**config.mk**
```make
export PLATFORM = sky130hd
export DESIGN_NAME = mem_stage_wb
export DESIGN_NICKNAME = d
export VERILOG_FILES = /design/src/rtl/mem_stage_wb_pkg.sv /design/src/rtl/mem_stage_wb_mem_wb_reg.sv /design/src/rtl/mem_stage_wb.sv
export SDC_FILE = /design/constraint.sdc
export NUM_CORES = 1
export LEC_CHECK = 0
export CAP_MARGIN = 5
export CORE_MARGIN = 4
export CORE_UTILIZATION = 36
export DETAILED_ROUTE_END_ITERATION = 7
export PLACE_DENSITY = 0.8
export SYNTH_ARGS = -nofsm -noshare
export SYNTH_HDL_FRONTEND = slang
export SYNTH_SLANG_ARGS = --single-unit
export TNS_END_PERCENT = 1
```
**constraint.sdc**
```tcl
create_clock -name clk -period 5 [get_ports clk]
set_clock_uncertainty 0.15 [all_clocks]
set_input_delay 1.25 -clock clk [delete_from_list [all_inputs] [get_ports clk]]
set_output_delay 1.25 -clock clk [all_outputs]
set_load 0.01 [all_outputs]
```
**src/rtl/mem_stage_wb_pkg.sv**
```systemverilog
// Shared definitions for the MEM stage: FSM states, datapath width defaults
// and sizing of the access timeout counter.
package mem_stage_wb_pkg;

  localparam int DATA_W_DEF = 32;
  localparam int REG_W_DEF  = 5;

  typedef enum logic {
    IDLE = 1'b0,
    WAIT = 1'b1
  } mem_state_e;

  // Never narrower than one bit, so a disabled timeout still gives a legal counter.
  function automatic int cnt_width(input int timeout);
    int w;
    w = $clog2(timeout + 1);
    return (w < 1) ? 1 : w;
  endfunction

endpackage

```
**src/rtl/mem_stage_wb_mem_wb_reg.sv**
```systemverilog
// MEM/WB pipeline register: loads a full result on capture, otherwise inserts
// a bubble (write enables cleared, data fields held, bus error from abort).
module mem_wb_reg
  import mem_stage_wb_pkg::*;
#(
  parameter int DATA_W = DATA_W_DEF,
  parameter int REG_W  = REG_W_DEF
) (
  input  logic              clk,
  input  logic              rst,
  input  logic              capture,
  input  logic              abort,
  input  logic              regwrite_m,
  input  logic              memtoreg_m,
  input  logic              buserr_m,
  input  logic [DATA_W-1:0] readdata_m,
  input  logic [DATA_W-1:0] aluout_m,
  input  logic [REG_W-1:0]  writereg_m,
  output logic              regwrite_w,
  output logic              memtoreg_w,
  output logic              buserr_w,
  output logic [DATA_W-1:0] readdata_w,
  output logic [DATA_W-1:0] aluout_w,
  output logic [REG_W-1:0]  writereg_w
);

  logic              regwrite_q, regwrite_d;
  logic              memtoreg_q, memtoreg_d;
  logic              buserr_q,   buserr_d;
  logic [DATA_W-1:0] readdata_q, readdata_d;
  logic [DATA_W-1:0] aluout_q,   aluout_d;
  logic [REG_W-1:0]  writereg_q, writereg_d;

  always_comb begin
    regwrite_d = regwrite_q;
    memtoreg_d = memtoreg_q;
    buserr_d   = buserr_q;
    readdata_d = readdata_q;
    aluout_d   = aluout_q;
    writereg_d = writereg_q;
    if (capture) begin
      regwrite_d = regwrite_m;
      memtoreg_d = memtoreg_m;
      buserr_d   = buserr_m;
      readdata_d = readdata_m;
      aluout_d   = aluout_m;
      writereg_d = writereg_m;
    end else begin
      // Stall and abort edges both retire nothing; only an abort flags an error.
      regwrite_d = 1'b0;
      memtoreg_d = 1'b0;
      buserr_d   = abort;
    end
  end

  always_ff @(posedge clk or posedge rst) begin
    if (rst) begin
      regwrite_q <= 1'b0;
      memtoreg_q <= 1'b0;
      buserr_q   <= 1'b0;
      readdata_q <= '0;
      aluout_q   <= '0;
      writereg_q <= '0;
    end else begin
      regwrite_q <= regwrite_d;
      memtoreg_q <= memtoreg_d;
      buserr_q   <= buserr_d;
      readdata_q <= readdata_d;
      aluout_q   <= aluout_d;
      writereg_q <= writereg_d;
    end
  end

  assign regwrite_w = regwrite_q;
  assign memtoreg_w = memtoreg_q;
  assign buserr_w   = buserr_q;
  assign readdata_w = readdata_q;
  assign aluout_w   = aluout_q;
  assign writereg_w = writereg_q;

endmodule

```
**src/rtl/mem_stage_wb.sv**
```systemverilog
// MEM stage: drives the data-memory handshake, stalls upstream while an access
// is outstanding, aborts on timeout and feeds the MEM/WB register.
//   state | meaning
//   IDLE  | no access outstanding; zero-wait and non-memory ops retire here
//   WAIT  | request held until dmem_ready or the timeout count expires
module mem_stage_wb
  import mem_stage_wb_pkg::*;
#(
  parameter int DATA_W  = DATA_W_DEF,
  parameter int ADDR_W  = 32,
  parameter int REG_W   = REG_W_DEF,
  parameter int TIMEOUT = 16
) (
  input  logic              clk,
  input  logic              rst,
  input  logic              RegWriteM,
  input  logic              MemtoRegM,
  input  logic              MemWriteM,
  input  logic [DATA_W-1:0] ALUOutM,
  input  logic [DATA_W-1:0] WriteDataM,
  input  logic [REG_W-1:0]  WriteRegM,
  output logic              dmem_req,
  output logic              dmem_we,
  output logic [ADDR_W-1:0] dmem_addr,
  output logic [DATA_W-1:0] dmem_wdata,
  input  logic [DATA_W-1:0] dmem_rdata,
  input  logic              dmem_ready,
  output logic              StallM,
  output logic              RegWriteW,
  output logic              MemtoRegW,
  output logic [DATA_W-1:0] ReadDataW,
  output logic [DATA_W-1:0] ALUOutW,
  output logic [REG_W-1:0]  WriteRegW,
  output logic              BusErrW
);

  localparam int CNT_W = cnt_width(TIMEOUT);

  mem_state_e       state_q, state_d;
  logic [CNT_W-1:0] cnt_q, cnt_d;

  logic memop, misal, go;
  logic req_c, stall_c, abort_c, capture;

  assign memop = MemtoRegM | MemWriteM;
  assign misal = memop & (ALUOutM[1:0] != 2'b00);
  assign go    = memop & ~misal;

  always_comb begin
    state_d = state_q;
    cnt_d   = cnt_q;
    req_c   = 1'b0;
    stall_c = 1'b0;
    abort_c = 1'b0;
    case (state_q)
      IDLE: begin
        req_c = go;
        if (go && !dmem_ready) begin
          stall_c = 1'b1;
          state_d = WAIT;
          cnt_d   = CNT_W'(1);
        end
      end
      WAIT: begin
        req_c = 1'b1;
        if (dmem_ready) begin
          state_d = IDLE;
          cnt_d   = '0;
        end else if ((TIMEOUT != 0) && (cnt_q == CNT_W'(TIMEOUT))) begin
          req_c   = 1'b0;
          abort_c = 1'b1;
          state_d = IDLE;
          cnt_d   = '0;
        end else begin
          stall_c = 1'b1;
          // With the timeout disabled the count is meaningless; keep it parked.
          if (TIMEOUT != 0) cnt_d = cnt_q + CNT_W'(1);
        end
      end
      default: begin
        state_d = IDLE;
        cnt_d   = '0;
      end
    endcase
  end

  always_ff @(posedge clk or posedge rst) begin
    if (rst) begin
      state_q <= IDLE;
      cnt_q   <= '0;
    end else begin
      state_q <= state_d;
      cnt_q   <= cnt_d;
    end
  end

  // Reset must drop the request and stall immediately, not at the next edge.
  assign dmem_req   = req_c & ~rst;
  assign StallM     = stall_c & ~rst;
  assign dmem_we    = MemWriteM;
  assign dmem_addr  = ALUOutM[ADDR_W-1:0];
  assign dmem_wdata = WriteDataM;

  assign capture = ~stall_c & ~abort_c;

  mem_wb_reg #(
    .DATA_W (DATA_W),
    .REG_W  (REG_W)
  ) u_mem_wb_reg (
    .clk        (clk),
    .rst        (rst),
    .capture    (capture),
    .abort      (abort_c),
    .regwrite_m (RegWriteM & ~misal),
    .memtoreg_m (MemtoRegM & ~misal),
    .buserr_m   (misal),
    .readdata_m (MemtoRegM ? dmem_rdata : '0),
    .aluout_m   (ALUOutM),
    .writereg_m (WriteRegM),
    .regwrite_w (RegWriteW),
    .memtoreg_w (MemtoRegW),
    .buserr_w   (BusErrW),
    .readdata_w (ReadDataW),
    .aluout_w   (ALUOutW),
    .writereg_w (WriteRegW)
  );

endmodule

```
==> results of run 1 <==
## per-stage QoR
stage	std cells	total power, mW	setup slack, ns	area (um^2)
2_1_floorplan	328	1.169	0.3715	3750
3_3_place_gp	570	1.455	0.6437	5204
3_5_place_dp	570	1.475	0.5524	5204
4_1_cts	586	2.029	0.5691	5435
5_1_grt	586	2.119	0.4668	5435
6_report	586	1.995	0.5630	5435
## synth_stat cells
cell type                  count
sky130_fd_sc_hd__a21oi_1       2
sky130_fd_sc_hd__a21oi_4       1
sky130_fd_sc_hd__a22o_1        1
sky130_fd_sc_hd__a31oi_1       2
sky130_fd_sc_hd__and2_1        1
sky130_fd_sc_hd__and3_1        1
sky130_fd_sc_hd__buf_2         1
sky130_fd_sc_hd__buf_4        67
sky130_fd_sc_hd__buf_6         4
sky130_fd_sc_hd__clkbuf_1      4
sky130_fd_sc_hd__dfrtp_1      78
sky130_fd_sc_hd__ha_1          2
sky130_fd_sc_hd__inv_1        36
sky130_fd_sc_hd__mux2_1        1
sky130_fd_sc_hd__mux2_2       36
sky130_fd_sc_hd__mux2i_1      32
sky130_fd_sc_hd__nand2_1      38
sky130_fd_sc_hd__nand2b_1      1
sky130_fd_sc_hd__nand3_1       2
sky130_fd_sc_hd__nand3b_1      1
sky130_fd_sc_hd__nor2_1        4
sky130_fd_sc_hd__nor2_4        1
sky130_fd_sc_hd__nor2b_1       1
sky130_fd_sc_hd__nor3_1        1
sky130_fd_sc_hd__nor3b_1       1
sky130_fd_sc_hd__nor4bb_1      1
sky130_fd_sc_hd__o21a_1        1
sky130_fd_sc_hd__o21ai_0       4
sky130_fd_sc_hd__or2_2         1
sky130_fd_sc_hd__or2_4         1
sky130_fd_sc_hd__xor2_1        1
## worst max-delay path: stages
cell and delay, ns:
sky130_fd_sc_hd__clkdlybuf4s50_1 0.45, sky130_fd_sc_hd__nor2_1 0.30, sky130_fd_sc_hd__a31oi_1 0.16, sky130_fd_sc_hd__a21oi_1 0.19, sky130_fd_sc_hd__and2_1 0.15, sky130_fd_sc_hd__clkdlybuf4s50_1 0.53
## sequential cells by signal, indices dropped and copies added, names as in the netlist
name / count
cnt_q: 5
state_q: 1
u_mem_wb_reg.aluout_w: 32
u_mem_wb_reg.buserr_w: 1
u_mem_wb_reg.memtoreg_w: 1
u_mem_wb_reg.readdata_w: 32
u_mem_wb_reg.regwrite_w: 1
u_mem_wb_reg.writereg_w: 5
## per-layer routing
layer	vias to the layer above	GRT usage [%]	routed length [um]	share of wire (%)
met4	0	5.432	165	1.8
met1	1248	15.66	3238	36
li1	1235	-	-	-
met5	-	0	0	0
met2	143	26.69	4576	51
met3	18	5.300	1041	12
## placed cells by master (no fill, tap or decap), drive strengths merged
cell type and n:
and3 1, clkdlybuf4s50 181, a22o 1, mux2i 32
nand2 38, and2 1, o21ai 4, clkbuf 10
ha 2, nand3b 1, a21oi 3, xor2 1
clkinv 3, nand2b 1, bufinv 2, nand3 2
inv 36, o21a 1, nor4bb 1, mux2 37
a31oi 2, dfrtp 78, nor3 1, nor2b 1
nor2 5, or2 2, buf 4, nor3b 1
clkinvlp 1
## power breakdown
| part | switching (mW) | leakage [nW] | internal, mW |
|---|---|---|---|
| registers | 0.0678 | 0.961 | 0.740 |
| clock network | 0.243 | 0.113 | 0.298 |
| logic | 0.262 | 1.25 | 0.383 |
| total | 0.573 | 2.33 | 1.42 |
## cell families after synthesis
kind of cell             Yosys count
AO/OA/AOI/OAI                     11
XOR/XNOR                           1
AND/OR/NAND/NOR                   55
flip-flops                        78
adder cells (fa/ha/maj)            2
buffers and inverters            112
multiplexers                      69
## path summary, 6_finish.rpt
kind / to / slack [ns]
setup / recovery: StallM / 0.56
max in group asynchronous: u_mem_wb_reg.readdata_w[16]$_DFFE_PP0P_ / 2.60
hold / removal: u_mem_wb_reg.writereg_w[0]$_DFFE_PP0P_ / 0.36
hold reg to reg: u_mem_wb_reg.writereg_w[0]$_DFFE_PP0P_ / 0.36
setup reg to reg: cnt_q[4]$_DFFE_PP0P_ / 3.15
min in group asynchronous: cnt_q[1]$_DFFE_PP0P_ / 1.46
## area by class of cell
| class | instances | share of cell area [%] |
|---|---|---|
| flip-flops and latches | 78 | 35.91 |
| well taps | 133 | 3.062 |
| clock buffers | 10 | 2.532 |
| multi-input cells | 138 | 20.14 |
| inverters | 36 | 2.509 |
| clock inverters | 6 | 1.727 |
| repair buffers | 185 | 34.12 |
==> metrics list, run 1 <==
* HP Start: u_mem_wb_reg.writereg_w[0]$_DFFE_PP0P_
- Setup tns final: 0 ns
- After synthesis, the mean cell area works out to 11.43 um^2.
- For the worst-skew pair, the clock arrives at the later sink with an insertion delay of 0.34 ns.
- The root buffer cell chosen for the clock tree is sky130_fd_sc_hd__clkbuf_8.
* Routed via count: 2644
* Vias in the first global route: 2764
- Number of antenna violations at the first check in global routing: 0
* Num CTS Buffers: 9
- Startpoint of the worst-slack reg-to-reg timing path: cnt_q[0]$_DFFE_PP0P_
- Fraction of final layout cells with drive strength greater than 1: 13.47%
- At the end of routability-driven placement, the weighted congestion stood at 0.8243.
* Core occupancy in the finished layout: 54.60%
* Endpoint class of the critical path: output port
- Max-cap violations in this run came to 0.
- The worst path needs 4.437 ns of the cycle, external delays included.
- Clock edge transition at the registers on the reported setup and hold paths: 0.08 ns
- Global routing used 14.75% of the available tracks.
* Area inside the core boundary: 9955 um^2
- Netlist area before placement: 3750 um^2
- Yosys warning count: 0
- Entering global routing, the biggest net connects 79 pins.
* Maximum fanout count along the critical path: 4
- Clock tree from TritonCTS: built
* Filler Cells Inserted: 844
- Area growth syn-to-layout: 44.94%
- Slew margin rel.: 34.67%
* Deepest clock path buffer count: 2
* Synth Area in Adders: 0.6673%
* DR WL/cell: 15.39 um
- Post-Route Hold Slack: 0.3588 ns
- Via density per instance: 4.512
- Across the VDD grid, the largest voltage drop is 0.1862 mV.
- Total of buffers placed on input and output ports: 181
- Multi-input combinational cell area: 1095 um^2
- Setup repair after global routing left no endpoint under its margin.
- The worst setup path is launched from a primary input.
- The min-delay analysis places its worst path in the category reg -> reg.
* Largest family of logic cells by synthesized area: multiplexers
- The run finished with clean final reports.
* Yosys top cell by area: sky130_fd_sc_hd__dfrtp_1
* Reg2reg path depth: 6
* Synthesized-area fraction occupied by ao, oa, aoi and oai cells: 2.002%
* Critical path type: in -> out
* Number of nets produced by synthesis: 437
- The H-tree was split into 3 levels.
- The number of setup buffers added after CTS is 0.
* Standard-cell rows: 36
- The floorplan step set the die width to 110.1 um.
- Buffers inserted to repair hold after CTS numbered 0.
- After the first detailed-routing iteration, the DRC count stood at 78.
- After detailed routing, the total wire length is 9021 um.
- Inserted Diodes: 0
* Share of cell area taken by muxes after synthesis: 19.65%
- From bottom edge to top edge, the die measures 110.1 um.
* Gate Count Post-Synth: 328
- Summing all flip-flop and latch instances after layout gives 1952 um^2.
- Half-perimeter wire length after placement: 6772 um
* Post-route ant nets: 0
- The count of endpoints failing hold in the final timing report came to 0.
- At the worst endpoint, the required time is 3.60 ns.
- Counting instances, the worst hold path has a depth of 1.
* Share of the cycle needed by the critical path after routing: 88.74%
* Fraction of synthesized cell area taken by the top area cell type: 52.05%
* Die area: 12110 um^2
* Data arrival time at the worst-slack endpoint: 3.04 ns
- Cells taking the most area after synthesis: sky130_fd_sc_hd__dfrtp_1 (52%), sky130_fd_sc_hd__buf_4 (13%), sky130_fd_sc_hd__mux2_2 (11%), sky130_fd_sc_hd__mux2i_1 (8.5%), sky130_fd_sc_hd__nand2_1 (3.8%)
- Overall overflow remaining after global route: 0
- Counting flops and latches in the post-synthesis netlist gives 78.
- In this run the count of I/O pins placed on the die edge is 246.
- After clock tree synthesis, the repair step resized 0 gates.
* Final Slew Violations: 0
- Highest clock frequency the design can meet: 225.4 MHz
* Leak pwr: 2.327 nW
* Critical path startpoint: ALUOutM[1]
- Number of detailed-route iterations in the first pass: 4
- Netlist cell types: 31
- The first global-routing pass estimated 13710 um of wire.
- Initial core utilization: 37.67%
- The final layout contains 557 nets.
- Of the total synthesized cell area, the portion taken by XOR and XNOR cells is 0.2336%.
* Share of synthesized area occupied by flip-flops and latches: 52.05%
- After Yosys synthesis, and, or, nand and nor cells account for 6.640% of the synthesized area.
- For this run, design rule violations remaining after detail routing come to 0.
- Number of endpoints failing setup at the final stage: 0
- In this run the power density over the cells is 367.0 nW/um^2.
- Number of clock sinks seen by CTS: 78
- At the pin with the least slew margin, the transition time is 0.9800 ns.
Power figures use the tool's default switching activity.
==> run 2: changes to the inputs <==
--- a/config.mk
+++ b/config.mk
@@ -6,10 +6,13 @@
 export NUM_CORES = 1
 export LEC_CHECK = 0
 export CAP_MARGIN = 5
+export CELL_PAD_IN_SITES_DETAIL_PLACEMENT = 1
+export CELL_PAD_IN_SITES_GLOBAL_PLACEMENT = 1
 export CORE_MARGIN = 4
-export CORE_UTILIZATION = 36
+export CORE_UTILIZATION = 26
 export DETAILED_ROUTE_END_ITERATION = 7
-export PLACE_DENSITY = 0.8
+export GPL_TIMING_DRIVEN = 0
+export PLACE_DENSITY_LB_ADDON = 0.1
 export SYNTH_ARGS = -nofsm -noshare
 export SYNTH_HDL_FRONTEND = slang
 export SYNTH_SLANG_ARGS = --single-unit
==> run 2 against run 1 <==
- fmax is 4.1% lower
- clock-buffer cell count rose by 4
- highest routed layer unchanged
- combinational power is 15% higher
- non-clock buffer count is 104 higher
- largest cell class is now buffers
- sequential power about the same
- critical endpoint unchanged
- clock power increased by 12%
- routed wire length is 27% higher
- first-iteration DRC count decreased by 10%
==> metrics list, run 2 (same netlist as run 1, synthesis figures left out) <==
- The run finished with clean final reports.
- Dividing the detail-routed via count by the number of cells gives 4.152.
- Final Hold Violating Endpoints: 0
- Width of the chip: 128.1 um
* Core occupancy in the finished layout: 45.72%
- After detailed routing, the total wire length is 11440 um.
* Setup repair after global routing missed its margin: no
- Reg2reg path depth: 6
- Setup WS pre-CTS: 0.3414 ns
* Number of endpoints failing setup at the final stage: 0
- The region available for standard cell placement spans 13990 um^2.
- CTS resizes: 0
- Reg-to-reg setup timing slack: 3.24 ns
- Largest net degree at the start of global routing: 60
* Die area: 16410 um^2
- Number of buffers inserted by hold repair at cts: 0
* Wire length of the first global-routing pass: 17660 um
- Final critical path time including I/O delays and setup: 4.625 ns
- Post-route ant nets: 0
- Once the clock tree was built, the setup fixing pass inserted 0 buffers.
- Post-route design area: 6396 um^2
- After detailed placement, the total cell area comes to 6127 um^2.
- The HPWL after detailed placement is 9259 um.
* Slew margin rel.: 65.04%
- After clock tree synthesis, the clock-pin slew on the worst setup and hold paths is 0.06 ns.
- Leaving out fill and tap cells, the most frequent cell in the layout is sky130_fd_sc_hd__clkdlybuf4s50_1.
- Of all nets on the critical path, the largest fanout is 6.
- Critical path startpoint: MemWriteM
* Data arrival time at the worst-slack endpoint: 3.23 ns
* Max H-tree Level: 3
- Boundary Pins: 246
- Max Cap Violations: 0
- Total power: 2.155 mW
* Die Height: 128.1 um
- Detailed router's first-iteration violation count: 70
* Num CTS Buffers: 9
- No sink is reached through more buffers than the 2 on the longest clock path.
* Number of detailed-route iterations in the first pass: 3
- Once the floorplan was initialized, standard cells occupied 26.81% of the core.
- Endpoint class of the critical path: output port
- Crit path required time: 3.60 ns
- Total of buffers placed on input and output ports: 212
- The net count of the finished layout is 661.
- After detailed routing, the average wire length per cell comes to 15.54 um.
- Critical path type: in -> out
- Root cell of the clock tree: sky130_fd_sc_hd__clkbuf_16
- Maximum ir drop on the vdd rail: 0.1278 mV
- Highest clock frequency the design can meet: 216.2 MHz
- In this run the critical register-to-register path is launched from cnt_q[0]$_DFFE_PP0P_.
- In this run the static leakage power is 2.815 nW.
- Clock Latency Late Sink: 0.33 ns
* HP Start: u_mem_wb_reg.writereg_w[4]$_DFFE_PP0P_
- Number of remaining DRC errors: 0
* Final Slew Violations: 0
- Number of antenna violations at the first check in global routing: 0
* Fraction of final layout cells with drive strength greater than 1: 22.66%
- Post-Route Hold Slack: 0.3518 ns
* Startpoint Class: primary input
- WHS Endpoint: u_mem_wb_reg.writereg_w[4]$_DFFE_PP0P_
- Compared with the post-synthesis result, the final layout area differs by 70.57%.
- Routability-driven placement finished with a final weighted congestion of 0.7569.
* Share of the cycle needed by the critical path after routing: 92.50%
* Combined global-route utilization of all metal layers: 13.83%
* Clock tree from TritonCTS: built
- In this run the critical register-to-register path is captured at cnt_q[0]$_DFFE_PP0P_.
- Top library cells by usage in the layout, fill and taps aside: sky130_fd_sc_hd__clkdlybuf4s50_1 (212), sky130_fd_sc_hd__dfrtp_1 (78), sky130_fd_sc_hd__buf_4 (67)
- Vias in the first global route: 3368
- Classification of the worst-slack hold path: reg -> reg
- Power per Cell Area: 336.9 nW/um^2
- The repair_antennas step left the layout with diodes totalling 0.
- Standard-cell rows: 43
- Along the worst hold path, the cell count comes to 1.
* Slew at the pin with the worst max-slew slack: 0.5219 ns
- The worst path meets setup with 0.3749 ns of slack.
* Overall overflow remaining after global route: 0
- The detailed router placed 3056 vias in this run.
- The clock net in this run drives a total of 78 sinks.
-- run 2: cell types whose count changed in the layout (fill, tap and decap cells not counted), moves of 4 or more --
cell and delta:
sky130_fd_sc_hd__clkbuf_1 +7, sky130_fd_sc_hd__buf_4 +64, sky130_fd_sc_hd__clkbuf_8 -8, sky130_fd_sc_hd__buf_6 +4
sky130_fd_sc_hd__clkbuf_16 +9, sky130_fd_sc_hd__clkdlybuf4s50_1 +31
-- run 2: final cells by class --
| cell class | count | area [um^2] |
|---|---|---|
| Clock inverter | 1 | 5.005 |
| Buffer | 76 | 568.0 |
| Multi-Input combinational cell | 138 | 1095 |
| Timing Repair Buffer | 213 | 2150 |
| Fill cell | 1536 | 7592 |
| Tap cell | 180 | 225.2 |
| Clock buffer | 14 | 264.0 |
| Sequential cell | 78 | 1952 |
| Inverter | 36 | 137.6 |
-- run 2: critical path, cell delays in order --
cell                              delay, ns
sky130_fd_sc_hd__clkdlybuf4s50_1       0.46
sky130_fd_sc_hd__or2_4                 0.28
sky130_fd_sc_hd__a31oi_1               0.46
sky130_fd_sc_hd__a21oi_1               0.11
sky130_fd_sc_hd__and2_1                0.19
sky130_fd_sc_hd__clkdlybuf4s50_1       0.47
-- run 2: per-layer routing --
| metal | wire (um) | GRT usage (%) |
|---|---|---|
| met4 | 189 | 5.431 |
| met5 | 0 | 0 |
| met3 | 1243 | 5.625 |
| met2 | 5324 | 22.49 |
| met1 | 4682 | 16.30 |
-- run 2: report_power, final --
group          internal (mW)  switching, mW  total, mW
logic                  0.444          0.297      0.742
registers              0.742         0.0661      0.808
clock network          0.360          0.245      0.606
-- run 2: how the worst max path moves through the flow --
stage,end,slack [ns]
after floorplan,StallM,0.37
after global placement,StallM,-1.48
after detailed placement,StallM,0.34
after CTS,StallM,0.34
after global routing,StallM,0.21
final,StallM,0.37
-- run 2: stage by stage --
step                setup TNS, ns  std cells
CTS                             0        736
floorplan                       0        328
finish                          0        736
global route                    0        736
detailed placement              0        721
global placement           -4.488        720
==> run 3: changes to the inputs <==
--- a/config.mk
+++ b/config.mk
@@ -16,4 +16,4 @@
 export SYNTH_ARGS = -nofsm -noshare
 export SYNTH_HDL_FRONTEND = slang
 export SYNTH_SLANG_ARGS = --single-unit
-export TNS_END_PERCENT = 1
+export TNS_END_PERCENT = 30
==> results of run 3 <==
Final layout, timing and power as in run 2 (identical DEF).
